--- src/rtl/shift_left_seq_if.sv ---
// Start/done handshake and operand/result bus for the iterative SLL unit.
interface shift_left_seq_if;
  logic        start;
  logic [31:0] A;
  logic [31:0] B;
  logic        busy;
  logic        done;
  logic [31:0] SLL;

  modport master (output start, A, B, input busy, done, SLL);
  modport slave  (input start, A, B, output busy, done, SLL);
endinterface

--- src/rtl/shift_left_seq.sv ---
// Iterative logical left shifter (RV32 SLL/SLLI), STEP bits per SHIFT cycle.
// Optional macro SLL_FULL_B_EN: any B above 31 yields zero instead of using B[4:0].
module shift_left_seq #(
  parameter int unsigned STEP = 1
) (
  input  logic             clk,
  input  logic             rst_n,
  shift_left_seq_if.slave  bus
);

  localparam int unsigned DATA_W = 32;
  localparam int unsigned CNT_W  = 5;

  generate
    if (!(STEP == 1 || STEP == 2 || STEP == 4 || STEP == 8)) begin : g_bad_step
      $error("shift_left_seq: STEP must be 1, 2, 4 or 8");
    end
  endgenerate

  typedef enum logic [1:0] {IDLE, SHIFT, DONE} state_t;

  state_t              state;
  logic [DATA_W-1:0]   acc;
  logic [CNT_W-1:0]    count;
  logic                busy_q;
  logic                done_q;
  logic [DATA_W-1:0]   sll_q;

  logic [CNT_W-1:0]    shamt_c;
  logic [CNT_W-1:0]    k_c;
  logic [DATA_W-1:0]   acc_next_c;
  logic                range_err_c;

  // Per-cycle shift amount is min(STEP, remaining count).
  always_comb begin
    shamt_c = bus.B[CNT_W-1:0];
`ifdef SLL_FULL_B_EN
    range_err_c = |bus.B[DATA_W-1:CNT_W];
`else
    range_err_c = 1'b0;
`endif
    k_c        = (count > CNT_W'(STEP)) ? CNT_W'(STEP) : count;
    acc_next_c = acc << k_c;
  end

  always_ff @(posedge clk) begin
    if (!rst_n) begin
      state  <= IDLE;
      acc    <= '0;
      count  <= '0;
      busy_q <= 1'b0;
      done_q <= 1'b0;
      sll_q  <= '0;
    end else begin
      case (state)
        IDLE: begin
          done_q <= 1'b0;
          if (bus.start) begin
            busy_q <= 1'b1;
            acc    <= bus.A;
            count  <= shamt_c;
            // Zero shift and out-of-range amounts finish without a SHIFT cycle.
            if (range_err_c || (shamt_c == '0)) begin
              state  <= DONE;
              done_q <= 1'b1;
              sll_q  <= range_err_c ? '0 : bus.A;
            end else begin
              state  <= SHIFT;
            end
          end
        end
        SHIFT: begin
          acc   <= acc_next_c;
          count <= count - k_c;
          if (count <= CNT_W'(STEP)) begin
            state  <= DONE;
            done_q <= 1'b1;
            sll_q  <= acc_next_c;
          end
        end
        DONE: begin
          state  <= IDLE;
          busy_q <= 1'b0;
          done_q <= 1'b0;
        end
        default: begin
          state  <= IDLE;
          busy_q <= 1'b0;
          done_q <= 1'b0;
        end
      endcase
    end
  end

  assign bus.busy = busy_q;
  assign bus.done = done_q;
  assign bus.SLL  = sll_q;

endmodule

--- src/flat_wrapper.sv ---
// flat-port wrapper written by rule: the top's interface ports become plain ports
module shift_left_seq_flat 
#(
  parameter int unsigned STEP = 1
)
  (clk, rst_n, bus_start, bus_A, bus_B, bus_busy, bus_done, bus_SLL);
  shift_left_seq_if bus_i ();
  input  logic clk;
  input  logic rst_n;
  input wire logic [$bits(bus_i.start)-1:0] bus_start;
  input wire logic [$bits(bus_i.A)-1:0] bus_A;
  input wire logic [$bits(bus_i.B)-1:0] bus_B;
  output wire logic [$bits(bus_i.busy)-1:0] bus_busy;
  output wire logic [$bits(bus_i.done)-1:0] bus_done;
  output wire logic [$bits(bus_i.SLL)-1:0] bus_SLL;
  assign bus_i.start = bus_start;
  assign bus_i.A = bus_A;
  assign bus_i.B = bus_B;
  assign bus_busy = bus_i.busy;
  assign bus_done = bus_i.done;
  assign bus_SLL = bus_i.SLL;
  shift_left_seq #(.STEP(STEP)) u_core (.clk(clk), .rst_n(rst_n), .bus(bus_i));
endmodule
--- config.mk ---
export PLATFORM = sky130hd
export DESIGN_NAME = shift_left_seq_flat
export DESIGN_NICKNAME = d
export VERILOG_FILES = /design/src/rtl/shift_left_seq_if.sv /design/src/rtl/shift_left_seq.sv /design/src/flat_wrapper.sv
export SDC_FILE = /design/constraint.sdc
export NUM_CORES = 1
export LEC_CHECK = 0
export CORE_MARGIN = 4
export CORE_UTILIZATION = 40
export DETAILED_ROUTE_END_ITERATION = 8
export PLACE_DENSITY_LB_ADDON = 0.05
export RECOVER_POWER = 50
export SYNTH_ARGS = -nofsm -noshare
export SYNTH_HDL_FRONTEND = slang
export SYNTH_SLANG_ARGS = --single-unit
--- constraint.sdc ---
create_clock -name clk -period 2.14 [get_ports clk]
set_input_delay 0.642 -clock clk [delete_from_list [all_inputs] [get_ports clk]]
set_output_delay 0.642 -clock clk [all_outputs]
set_load 0.01 [all_outputs]
# After elaboration in Yosys (flattened, before gate mapping)
# Cells that the tools add are included.
[classes]
n_bitwise = 1
reduce_logical = 7
muxes = 19
n_eq_ne = 4
n_addsub = 1
shifts = 1
order_cmp = 2
[op_table]
columns = ["op", "n"]
rows = [
  ["two-way mux 32 bit", 4],
  ["case mux 32 bit (2 select lines)", 2],
  ["<< shifter 32 x 5 -> 32 bit", 1],
  ["two-way mux 5 bit", 2],
  ["case mux 5 bit (2 select lines)", 1],
  ["two-way mux 2 bit", 3],
  ["AND reduction 2 bit", 3],
  ["> comparator 5 x 1 -> 1 bit (second input constant)", 1],
  ["<= comparator 5 x 1 -> 1 bit (second input constant)", 1],
  ["zero test 5 bit", 1],
  ["subtractor 5 bit", 1],
  ["two-way mux 1 bit", 4],
  ["inequality test 2 x 1 -> 1 bit (second input constant)", 2],
  ["case mux 1 bit (2 select lines)", 2],
  ["case mux 2 bit (2 select lines)", 1],
  ["AND reduction 4 bit", 1],
  ["equality test 2 x 1 -> 1 bit (second input constant)", 1],
  ["zero test 2 bit", 1],
  ["inequality test 2 bit (second input constant)", 1],
  ["nonzero test 2 bit", 1],
  ["NOT 1 bit", 1],
]
[totals]
output_inout_bits = 34
regBits = 73
wordCells = 41
inputBits = 67

# Depth between registers and ports, before layout
[logic_depth]
word_depth = 5
mapped_depth = 9

# Worst setup path after synthesis
# Ideal clock, no wire load.
[synth_path]
path_kind = "input to register"
from = "in bus_B[4]"
to = "reg u_core.sll_q[14] (netlist: u_core.bus.SLL[14])"
arrival_time_ns = 2.113
setup_slack_ns = -0.090
required_ns = 2.023
setup_time_ns = 0.117
path_stages = 5
n_path_buf = 1
path_cell_list = "or4_1 > o32a_1 > o21a_1 > buf_2 > a32o_1"
[synth_between]
elab_chain_len = 3
[synth_lines]
columns = ["element", "line_no", "text"]
rows = [
  ["start: declaration", "flat_wrapper.sv:12", "input wire logic [$bits(bus_i.B)-1:0] bus_B;"],
  ["zero test 5 bit", "shift_left_seq.sv:63", "if (range_err_c || (shamt_c == '0)) begin"],
  ["inequality test 2 x 1 -> 1 bit (no source line)", "n/a", ""],
  ["AND reduction 4 bit (no source line)", "n/a", ""],
  ["end signal: assignment", "shift_left_seq.sv:66", "sll_q <= range_err_c ? '0 : bus.A;"],
  ["end signal: assignment", "shift_left_seq.sv:78", "sll_q <= acc_next_c;"],
  ["end: declaration", "shift_left_seq.sv:27", "logic [DATA_W-1:0] sll_q;"],
]
# No other way between the ends.
# A chain may end at the register's enable or synchronous reset.

# Final worst setup path
[layout_path]
from = "in bus_B[1]"
to = "reg u_core.sll_q[19] (netlist: u_core.bus.SLL[19])"
# The elaborated chain is that of the path after synthesis.

==> summary.txt <==
status - completed
Layout area overhead - 39.81%
Die X - 101.8 um
Die Area - 0.01036 mm2
TritonCTS clock tree - yes
Seq/Total Area, Yosys - 41.55%
mux contribution to synthesized area - 0%
Final Cell Area - 0.004917 mm2
Clk network pwr share - 26.6%
synth top area cells - dfxtp_1 42%, a32o_1 8.3%, o32ai_1 5.7%, nand2b_1 5.7%, a21oi_1 5.4%
warnings from Yosys - 0
# nets final - 560
PortBufs - 73
Area after DPL - 0.004577 mm2
CP Buf/Inv Count - 3
Residual DRC - 0
f_max - 468.6 MHz
GRT Total Usage - 21.89%
sequential power share - 39.1%
Final setup viols - 0
clock slew at reported path FFs - 0.08 ns
core area - 0.008382 mm2
Synth Instances - 406
Mapped Avg Cell Area - 8.663 um2
Power Dens Cells - 841.2 mW/mm2
slew margin rel. - 69.54%
period utilisation layout - 99.72%
vias - 3666
final wirelength - 11030 um
Die Y - 101.8 um
Via density - 6.090
Combinational Power Share - 34.3%
sequential cell area - 0.001461 mm2
RSZ-0062 raised after global routing - true
number of global-route vias before repair - 3587
Power Internal - 2.714 mW
Slew @ Worst Pin - 0.4569 ns
share of layout cells above drive strength 1 - 13.08%
Synth Area in Adders - 0.3557%
row count - 33
critical path required time - 2.39 ns
Total Power - 4.136 mW
critical path type - primary input to register
Post-Syn Area - 0.003517 mm2
Max IR drop VDD - 0.3985 mV
Startpoint Class - primary input
Post-synth EDFFs - 0
R2R depth - 6
Ports - 101
leading area contributor after synthesis - dfxtp_1
r2r setup slk - 0.18 ns
complex-gate fraction of the synthesized area - 36.78%
crit path cell chain - buf_6 -> or4_4 -> o32a_1 -> o21a_4 -> buf_6 -> buf_16 -> a32o_1
r2r endpoint - u_core.bus.SLL[19]
ys flop type - dfxtp_1
ys async rst share - 0%
post-synthesis sequential element count - 73
Routed Antenna Nets - 0
simple-gate area share of the yosys netlist - 15.80%
most common cell after layout, fill and taps aside - dfxtp_1
CTS buffer count - 9
Skew-Pair Late Insertion Delay - 0.35 ns
first-pass GRT wire length - 17900 um
gp weighted congestion - 0.7596
Synth Area in XOR/XNOR - 0.2490%
final hold vios - 0
gr ovfl total - 0
clk sinks - 73
Initial Util - 41.96%
Max Slew Vio Count - 0
Psw - 1.422 mW
crit path time final - 2.134 ns
commonest non-fill, non-tap cells in the layout - 73 x dfxtp_1, 60 x clkdlybuf4s50_1, 38 x a21oi_1
clock tree buffer depth - 2
CTS root buf - clkbuf_8
Critical R2R Launch - u_core.count[1]
Synth top area share - 41.55%
max_cap viols - 0
Hold Crit Depth - 2
final setup margin - 0.006093 ns
area of the multi-input gates - 0.001899 mm2
hpwl dp - 7029 um
slowest CP cell - or4_4
WP data arrival - 2.39 ns
post-route setup TNS - 0 ns
Post-Syn Nets - 474
drt first-iter violations - 183
CP top delay family - compound AO/OA/AOI/OAI gates
post-synthesis cell type count - 40
largest family of logic cells by synthesized area - compound AO/OA/AOI/OAI gates
DRT Pass-1 Iters - 5
Min-Delay Startpoint - u_core.bus.busy
pre-CTS WS - -0.6261 ns
worst hold endpoint - u_core.bus.busy
pin count of the biggest net entering global routing - 36
skew final - 0.01238 ns
ANT cells - 0
worst hold path type - register to register
fillers - 761
Critical Path Most Common Cell - buf_6
Sw Share - 34.39%
WL/cell - 18.32 um
CP max FO - 5
initial antenna violation count - 0
Leakage - 1.801 nW
H-tree Lvls - 3
slowest stage delay, CP - 0.53 ns
crit path capture type - register
worst register-to-register path, stage by stage, from the launching register on:
cell	delay, ns
dfxtp_1	0.32
or4_4	0.56
o32a_1	0.22
o21a_4	0.27
buf_6	0.16
buf_16	0.13
a32o_1	0.20
power groups by stage:
stage	registers [mW]	logic, mW	clock network [mW]
after floorplan	1.66	0.775	0
after CTS	1.61	1.43	1.12
after detailed placement	1.64	1.34	0
after global routing	1.64	1.56	1.19
after global placement	1.64	1.32	0
final	1.62	1.42	1.10
metrics by stage:
step	util, %	instances	hold slack, ns
2_1_floorplan	-	406	0.4638
3_3_place_gp	54.61	578	0.4337
3_5_place_dp	54.61	578	0.4407
4_1_cts	59.07	602	0.4551
5_1_grt	58.67	602	0.4871
6_report	58.67	602	0.4518
cell usage after synthesis, types with 2 or more instances:
cell type and number:
a22oi_1 25, clkbuf_1 33, a22o_1 7, inv_1 5
nand2b_1 32, and2_1 2, a21oi_1 38, nand3_1 14
nand2_1 6, o22ai_1 3, buf_2 7, nor2_1 13
nor4_1 2, buf_1 2, or4_1 2, o21a_1 8
dfxtp_1 73, o21ai_0 34, a32o_1 29, a211oi_1 3
a211o_1 2, nor3_1 26, o32ai_1 23
routing by layer:
layer / global-route usage (%) / routed length (um) / part of all wire (%)
met1: 29.28 / 4972 / 45
met2: 35.46 / 5249 / 48
met3: 3.788 / 641 / 5.8
met4: 7.975 / 164 / 1.5
met5: 0 / 0 / 0
cell families (layout without fill, tap and decap cells):
kind of cell               Yosys count  in the layout
DFF                                 73             73
buffers and inverters               47            138
xor gates and xnor gates             1              1
AOI/OAI and AO/OA                  181            181
adders and majority gates            1              1
and+or+nand+nor                    103            103
layout make-up:
cell class / count / area share [%]
Multi-Input combinational cell: 286 / 38.63
Sequential cell: 73 / 29.72
Timing Repair Buffer: 117 / 24.63
Tap cell: 105 / 2.672
Clock buffer: 10 / 2.595
Clock inverter: 6 / 1.374
Inverter: 5 / 0.3817
worst max path at each step:
stage          startpoint                  to  slack [ns]  depth (start not counted)
3_3_place_gp     bus_B[4]   u_core.bus.SLL[8]       -0.60                          6
6_report         bus_B[1]  u_core.bus.SLL[19]       0.006                          7
3_5_place_dp     bus_B[4]  u_core.bus.SLL[13]       -0.63                          6
2_1_floorplan    bus_B[4]  u_core.bus.SLL[10]       -0.09                          5
4_1_cts          bus_B[1]  u_core.bus.SLL[22]      -0.007                          6
5_1_grt          bus_B[1]  u_core.bus.SLL[19]       -0.02                          7
flip-flops by register name, indices dropped and copies added, names as in the netlist:
register	cells
u_core.acc	32
u_core.bus.busy	1
u_core.count	5
u_core.state	2
u_core.bus.done	1
u_core.bus.SLL	32
what timing repair did:
| action | 4_1_cts | 5_1_grt |
|---|---|---|
| hold buffers | 0 | 0 |
| buffers inserted | 4 | 0 |
| endpoints found under the setup margin | 32 | 29 |
| pin swaps | 4 | 6 |
| cloned | 4 | 0 |
| resized for setup | 23 | 6 |
Power figures use the tool's default switching activity.
